===== config.mk =====
export PLATFORM = sky130hd
export DESIGN_NAME = noc_link_credit_tx
export DESIGN_NICKNAME = d
export VERILOG_FILES = /design/src/rtl/noc_link_pkg.sv /design/src/rtl/noc_credit_counter.sv /design/src/rtl/noc_link_credit_tx.sv
export SDC_FILE = /design/constraint.sdc
export NUM_CORES = 1
export LEC_CHECK = 0
export BUFFER_PORTS_ARGS = -buffer_cell sky130_fd_sc_hd__buf_2
export CAP_MARGIN = 20
export CORE_MARGIN = 2
export CORE_UTILIZATION = 44
export DETAILED_ROUTE_END_ITERATION = 10
export GPL_ROUTABILITY_DRIVEN = 0
export PLACE_DENSITY_LB_ADDON = 0.15
export SYNTH_ARGS = -nofsm -noshare
export SYNTH_HDL_FRONTEND = slang
export SYNTH_SLANG_ARGS = --single-unit

===== constraint.sdc =====
create_clock -name clk_noc -period 1.65 [get_ports clk_noc]
set_clock_uncertainty 0.2 [all_clocks]
set_input_delay 0.0825 -clock clk_noc [delete_from_list [all_inputs] [get_ports clk_noc]]
set_output_delay 0.0825 -clock clk_noc [all_outputs]
set_load 0.05 [all_outputs]

===== src/rtl/noc_link_pkg.sv =====
// noc_link_pkg: link state, flit layout and credit sizing shared by the link transmitter and receiver
package noc_link_pkg;
   localparam int LINK_FLIT_WIDTH = 32;
   localparam int LINK_DEST_WIDTH = 6;
   typedef enum logic {HEAD, BODY} link_pkt_state_t;
   typedef struct packed {
      logic [LINK_FLIT_WIDTH-1:0] data;
      logic [LINK_DEST_WIDTH-1:0] dest;
      logic                       is_tail;
   } link_flit_t;
   function automatic int credit_width(input int depth);
      return $clog2(depth + 1);
   endfunction
endpackage


===== src/rtl/noc_credit_counter.sv =====
// noc_credit_counter: saturating up/down credit counter, loads DEPTH on reset, sticky overflow flag
module noc_credit_counter import noc_link_pkg::*; #(
   parameter int DEPTH = 1,
   parameter int WIDTH = credit_width(DEPTH)
) (
   input  logic             clk,
   input  logic             rst,
   input  logic             dec_i,
   input  logic             inc_i,
   output logic [WIDTH-1:0] count_o,
   output logic             ovf_o
);
   logic [WIDTH-1:0] count_q, count_d;
   logic             ovf_q, ovf_d, full, empty;
   // a lone increment at full saturates and raises the flag; a lone decrement at zero holds
   always_comb begin
      full    = count_q == WIDTH'(DEPTH);
      empty   = count_q == '0;
      count_d = (dec_i && !inc_i && !empty) ? count_q - WIDTH'(1) :
                (inc_i && !dec_i && !full)  ? count_q + WIDTH'(1) : count_q;
      ovf_d   = ovf_q || (inc_i && !dec_i && full);
   end
   // counter and flag registers
   always_ff @(posedge clk) begin
      if (rst) begin
         count_q <= WIDTH'(DEPTH);
         ovf_q   <= 1'b0;
      end else begin
         count_q <= count_d;
         ovf_q   <= ovf_d;
      end
   end
   assign count_o = count_q;
   assign ovf_o   = ovf_q;
endmodule


===== src/rtl/noc_link_credit_tx.sv =====
// noc_link_credit_tx: credit-based wormhole flit transmitter; NOC_LINK_TX_STATS_EN builds the flit/packet counters
module noc_link_credit_tx import noc_link_pkg::*; #(
   parameter int FLIT_WIDTH   = 32,
   parameter int DEST_WIDTH   = 6,
   parameter int CREDIT_DEPTH = 1,
   parameter int CREDIT_WIDTH = credit_width(CREDIT_DEPTH),
   parameter int STAT_WIDTH   = 16
) (
   input  logic                    clk_noc,
   input  logic                    rst_noc_sync,
   input  logic                    in_valid,
   output logic                    in_ready,
   input  logic [FLIT_WIDTH-1:0]   in_data,
   input  logic [DEST_WIDTH-1:0]   in_dest,
   input  logic                    in_last,
   output logic [FLIT_WIDTH-1:0]   data_out,
   output logic [DEST_WIDTH-1:0]   dest_out,
   output logic                    is_tail_out,
   output logic                    send_out,
   input  logic                    credit_in,
   output logic [CREDIT_WIDTH-1:0] credit_count,
   output logic                    pkt_active,
   output logic                    err_credit_ovf,
   output logic [STAT_WIDTH-1:0]   stat_flits,
   output logic [STAT_WIDTH-1:0]   stat_pkts
);
   typedef struct packed {
      logic [FLIT_WIDTH-1:0] data;
      logic [DEST_WIDTH-1:0] dest;
      logic                  is_tail;
   } flit_t;
   link_pkt_state_t       state_q, state_d;
   logic [DEST_WIDTH-1:0] dest_q, dest_d, dest_sel;
   flit_t                 flit_q, flit_d;
   logic                  send_q, accept;
   noc_credit_counter #(.DEPTH(CREDIT_DEPTH), .WIDTH(CREDIT_WIDTH)) u_credit (
      .clk    (clk_noc),
      .rst    (rst_noc_sync),
      .dec_i  (accept),
      .inc_i  (credit_in),
      .count_o(credit_count),
      .ovf_o  (err_credit_ovf)
   );
   assign in_ready = credit_count != '0;
   // head flits pick up in_dest; body and tail flits reuse the packet's latched destination
   always_comb begin
      accept   = in_valid && in_ready;
      dest_sel = (state_q == HEAD) ? in_dest : dest_q;
      dest_d   = accept ? dest_sel : dest_q;
      state_d  = accept ? (in_last ? HEAD : BODY) : state_q;
      flit_d   = accept ? {in_data, dest_sel, in_last} : flit_q;
   end
   // packet state, latched destination and registered link outputs
   always_ff @(posedge clk_noc) begin
      if (rst_noc_sync) begin
         state_q <= HEAD;
         dest_q  <= '0;
         flit_q  <= '0;
         send_q  <= 1'b0;
      end else begin
         state_q <= state_d;
         dest_q  <= dest_d;
         flit_q  <= flit_d;
         send_q  <= accept;
      end
   end
   assign data_out    = flit_q.data;
   assign dest_out    = flit_q.dest;
   assign is_tail_out = flit_q.is_tail;
   assign send_out    = send_q;
   assign pkt_active  = state_q == BODY;
`ifdef NOC_LINK_TX_STATS_EN
   logic [STAT_WIDTH-1:0] flits_q, flits_d, pkts_q, pkts_d;
   // flits and tails sent, wrapping
   always_comb begin
      flits_d = flits_q + STAT_WIDTH'(accept);
      pkts_d  = pkts_q + STAT_WIDTH'(accept && in_last);
   end
   // statistics registers
   always_ff @(posedge clk_noc) begin
      if (rst_noc_sync) begin
         flits_q <= '0;
         pkts_q  <= '0;
      end else begin
         flits_q <= flits_d;
         pkts_q  <= pkts_d;
      end
   end
   assign stat_flits = flits_q;
   assign stat_pkts  = pkts_q;
`else
   assign stat_flits = '0;
   assign stat_pkts  = '0;
`endif
endmodule

After elaboration in Yosys (flattened, before gate mapping)
Cells that the tools add are included.
{"block": "totals", "regBits": 43, "inputBits": 43, "out_inout_bits": 76, "wordCells": 26}
{"block": "classes", "add_sub_neg": 2, "n_mux": 4, "bitwise_logic": 1, "reduce_logical": 12}
{"operator": "logical AND 1 bit", "count": 6}
{"operator": "two-way mux 6 bit", "count": 1}
{"operator": "logical NOT 1 bit", "count": 3}
{"operator": "two-way mux 1 bit", "count": 3}
{"operator": "AND reduction 2 bit", "count": 1}
{"operator": "nonzero test 2 bit", "count": 1}
{"operator": "adder 1 bit (second input constant)", "count": 1}
{"operator": "logical OR 1 bit", "count": 1}
{"operator": "NOT 1 bit", "count": 1}
{"operator": "subtractor 1 bit (second input constant)", "count": 1}

Longest topological paths before layout
{"block": "depth", "depth_word": 6, "ltp_mapped": 4, "depth_no_buf": 2}

By module
Synthesis repeated with hierarchy kept, for this count alone.
{"block": "hier_totals", "hier_cells": 229, "area_unflattened_um2": 2162.1}
{"module": "noc_link_credit_tx", "instances": 1, "cells_each": 220, "area_each_um2": 2083.2, "seq_area_each_um2": 820.8}
{"module": "noc_credit_counter", "instances": 1, "cells_each": 9, "area_each_um2": 78.8, "seq_area_each_um2": 40.0}

Worst setup path before layout
No wires, ideal clock.
{"block": "synth_timing", "path_type": "register to register", "start": "register u_credit.count_q, in the netlist u_credit.count_o", "end": "register flit_q, in the netlist dest_out[0]", "setup_ns": 0.072, "t_arrival_ns": 1.276, "required_time_ns": 1.378, "path_slack_ns": 0.103, "stages_incl_launch_ff": 5, "n_path_buf": 2, "period_less_slack_ns": 1.547, "path_cell_list": "dfxtp_1 > buf_6 > and3b_1 > buf_6 > mux2i_1"}
{"block": "synth_between", "elab_chain_cells": 2}
{"item": "from (decl)", "line_no": "noc_credit_counter.sv:13", "rtl": "logic [WIDTH-1:0] count_q, count_d;"}
{"item": "from (signal assigned)", "line_no": "noc_credit_counter.sv:26", "rtl": "count_q <= WIDTH'(DEPTH);"}
{"item": "from (signal assigned)", "line_no": "noc_credit_counter.sv:29", "rtl": "count_q <= count_d;"}
{"item": "logical AND 1 bit", "line_no": "noc_link_credit_tx.sv:47", "rtl": "accept = in_valid && in_ready;"}
{"item": "AND reduction 2 bit (no source line)"}
{"item": "to (signal assigned)", "line_no": "noc_link_credit_tx.sv:63", "rtl": "flit_q <= flit_d;"}
{"item": "to (decl)", "line_no": "noc_link_credit_tx.sv:34", "rtl": "flit_t flit_q, flit_d;"}
Every way passes these cells.
A chain may end at the register's enable or synchronous reset.

Worst setup path after layout
{"block": "layout_timing", "start": "register u_credit.count_q, in the netlist u_credit.count_o", "end": "register u_credit.count_q, in the netlist u_credit.count_o"}
{"block": "layout_between", "elab_chain_cells": 5, "word_cells_on_any_way": 12, "cone_classes": "2 x add/sub; 2 x mux; 8 x reduce/logical"}
{"item": "logical AND 1 bit", "line_no": "noc_link_credit_tx.sv:47"}
{"item": "logical NOT 1 bit", "line_no": "noc_credit_counter.sv:20", "rtl": "(inc_i && !dec_i && !full) ? count_q + WIDTH'(1) : count_q;"}
{"item": "logical AND 1 bit (2 in a row)", "line_no": "noc_credit_counter.sv:20"}
{"item": "nonzero test 2 bit (no source line)"}
Parallel ways exist; a longest one is shown, timed or not. The select of a mux whose other input is x is not followed.

==> metrics.md <==
| Metric | Value |
|---|---|
| Most frequent cells in the layout | 86 x buf_2, 47 x dlygate4sd3_1, 42 x dfxtp_1 |
| Vias in the first global route | 1685 |
| Syn-to-layout area delta | 41.2% |
| Area leader, netlist | dfxtp_1 |
| Inst Count DP | 351 |
| Layout fillers | 401 |
| Met2 Usage GRT | 29.9% |
| Buffers on Ports | 86 |
| Hold Violations, Final | 0 |
| Via density | 4.69 |
| Cell variety after synth | 19 |
| Maximum VDD drop | 0.543 mV |
| Worst min-delay path category | input port to register |
| Post-synth top area share | 40.5% |
| GRT Residual Overflow | 0 |
| Rows | 25 |
| Critical path peak fanout | 22 |
| First-pass DRT Iterations | 6 |
| CP Class | register to register |
| Final Power | 0.00276 W |
| Data arrival, critical path | 1.59 ns |
| Initial antenna violation count | 0 |
| Syn Area/Cell | 9.32 µm² |
| Setup repair bufs after CTS | 0 |
| Initial Util | 45.3% |
| WP data required | 1.68 ns |
| Layout cell share with drive strength beyond 1 | 29.5% |
| Mapped Area | 0.00212 mm² |
| Via count | 1904 |
| Ant. Diodes | 0 |
| Bufs on Longest Clock Path | 2 |
| Lkg Pwr | 1.44 nW |
| Slew Viols, Final | 0 |
| Antenna-violating nets left | 0 |
| Initial drt markers | 72 |
| Wire per inst | 11.8 µm |
| Met1 usage | 22.0% |
| Final period util | 94.5% |
| Finished Core Util | 63.9% |
| Clock Latency Late Sink | 0.29 ns |
| Register share of total power | 40.9% |
| #FFs+latches synth | 43 |
| Synth warn | 0 |
| Nets | 394 |
| Die H | 73.5 µm |
| PD cells | 920 mW/mm² |
| Hold WS | 0.0395 ns |
| First-pass GRT wire length | 7570 µm |
| Psw | 0.000927 W |
| # H-tree levels | 2 |
| Post-synthesis sequential area ratio | 40.5% |
| Fin cells | 406 |
| Setup TNS | 0 ns |
| Die Wd | 73.5 µm |
| Commonest non-fill, non-tap cell in the layout | buf_2 |
| Final setup fails | 0 |
| Max_cap viols | 0 |
| Largest net degree at the start of global routing | 40 |
| CTS tree | yes |
| GRT Total Usage | 17.9% |
| Max frequency | 641 MHz |
| DRT Wirelength | 4780 µm |
| Dpl hpwl | 2790 µm |
| Post-Synthesis Cells | 228 |
| Crit end category | register |
| Combinational share of power | 28.5% |
| Sw frac | 33.6% |
| Die Area | 0.00540 mm² |
| Core region area | 0.00469 mm² |
| Status | finished, final reports clean |
| Clock root cell | clkbuf_8 |
| Crit path time final | 1.56 ns |
| Top cells by area, synth | dfxtp_1 41%, a21bo_1 16%, buf_4 12%, a21oi_1 8.2%, nand3_1 7.8% |
| IO Count | 119 |
| Worst setup SP type | register |
| Post-route DRC | 0 |
| CTS buffer count | 5 |
| RSZ-0062 raised after global routing | no |
| Met3 Use GR | 5.49% |
| Clk sink count | 43 |
| Int Pwr | 0.00183 W |
| Clock power share | 30.6% |
| GRT Max-Usage Layer | met2 |
| CTS clk-pin slew, worst paths | 0.07 ns |
==> power by group through the flow <==
| stage | clock, W | combinational [W] | sequential, W |
|---|---|---|---|
| final | 0.000845 | 0.000787 | 0.00113 |
| after global routing | 0.000914 | 0.000836 | 0.00114 |
| after CTS | 0.000875 | 0.000783 | 0.00113 |
| after detailed placement | 0 | 0.000697 | 0.00115 |
| after global placement | 0 | 0.000695 | 0.00115 |
| after floorplan | 0 | 0.000412 | 0.00137 |
==> sequential cells by signal (all words and copies together) (netlist names) <==
register	count
send_out	1
pkt_active	1
dest_out	6
is_tail_out	1
u_credit.ovf_o	1
u_credit.count_o	1
data_out	32
==> what timing repair did <==
action | CTS | global route
hold endpoints to repair | 43 | 0
gates resized for setup | 0 | 1
endpoints found under the setup margin | 0 | 1
hold buffers | 47 | 0
==> final timing paths <==
kind,slack (ns),to,startpoint,cells past startpoint
max,0.09,u_credit.count_o,u_credit.count_o,4
min,0.04,dest_out[2],rst_noc_sync,3
max reg2reg,0.09,u_credit.count_o,u_credit.count_o,4
min reg2reg,0.25,u_credit.ovf_o,u_credit.ovf_o,2
==> cell families (layout without fill, tap and decap cells) <==
family          count (synthesis)  count (layout)  share of synthesized area, %
simple gates                   51              51                          13.0
mux                             6               6                          2.83
compound gates                 70              70                          24.5
buf+inv                        57             150                          19.0
other cells                     1              32                         0.177
flops                          43              43                          40.5
==> metal layers <==
layer,wire length [µm],vias to the layer above,share of wire [%]
met4,37,0,0.77
met2,2290,78,48
met3,305,4,6.4
met1,2150,863,45
met5,0,-,0
li1,-,959,-
==> critical path: stages, from the launching register on <==
cell and delay [ns]:
dfxtp_2 0.36, buf_4 0.25, inv_2 0.04, o21ai_1 0.11, dlygate4sd3_1 0.54
==> per-stage QoR <==
stage / instance area (µm²) / setup WS (ns)
floorplan: 2240 / 0.103
global placement: 2410 / 0.407
detailed placement: 2410 / 0.395
CTS: 3000 / 0.0973
global route: 3000 / 0.0142
finish: 3000 / 0.0906
==> Yosys cell counts (all sizes together) <==
cell type	number
nand3	33
o21ai	1
a21bo	34
inv	2
a21oi	35
nand3b	2
mux2i	6
buf	54
dfxtp	43
conb	1
clkbuf	1
nand2b	12
and3b	1
nand2	1
nor2	2
==> layout make-up <==
type / count / area, µm² / area share, %
multi-input cells: 159 / 976 / 32.5
repair buffers: 140 / 970 / 32.3
flip-flops and latches: 43 / 862 / 28.7
clock buffers: 6 / 82.6 / 2.75
well taps: 54 / 67.6 / 2.25
clock inverters: 2 / 35.0 / 1.17
inverters: 2 / 7.51 / 0.250
No activity file was read; power rests on OpenSTA's default activity.
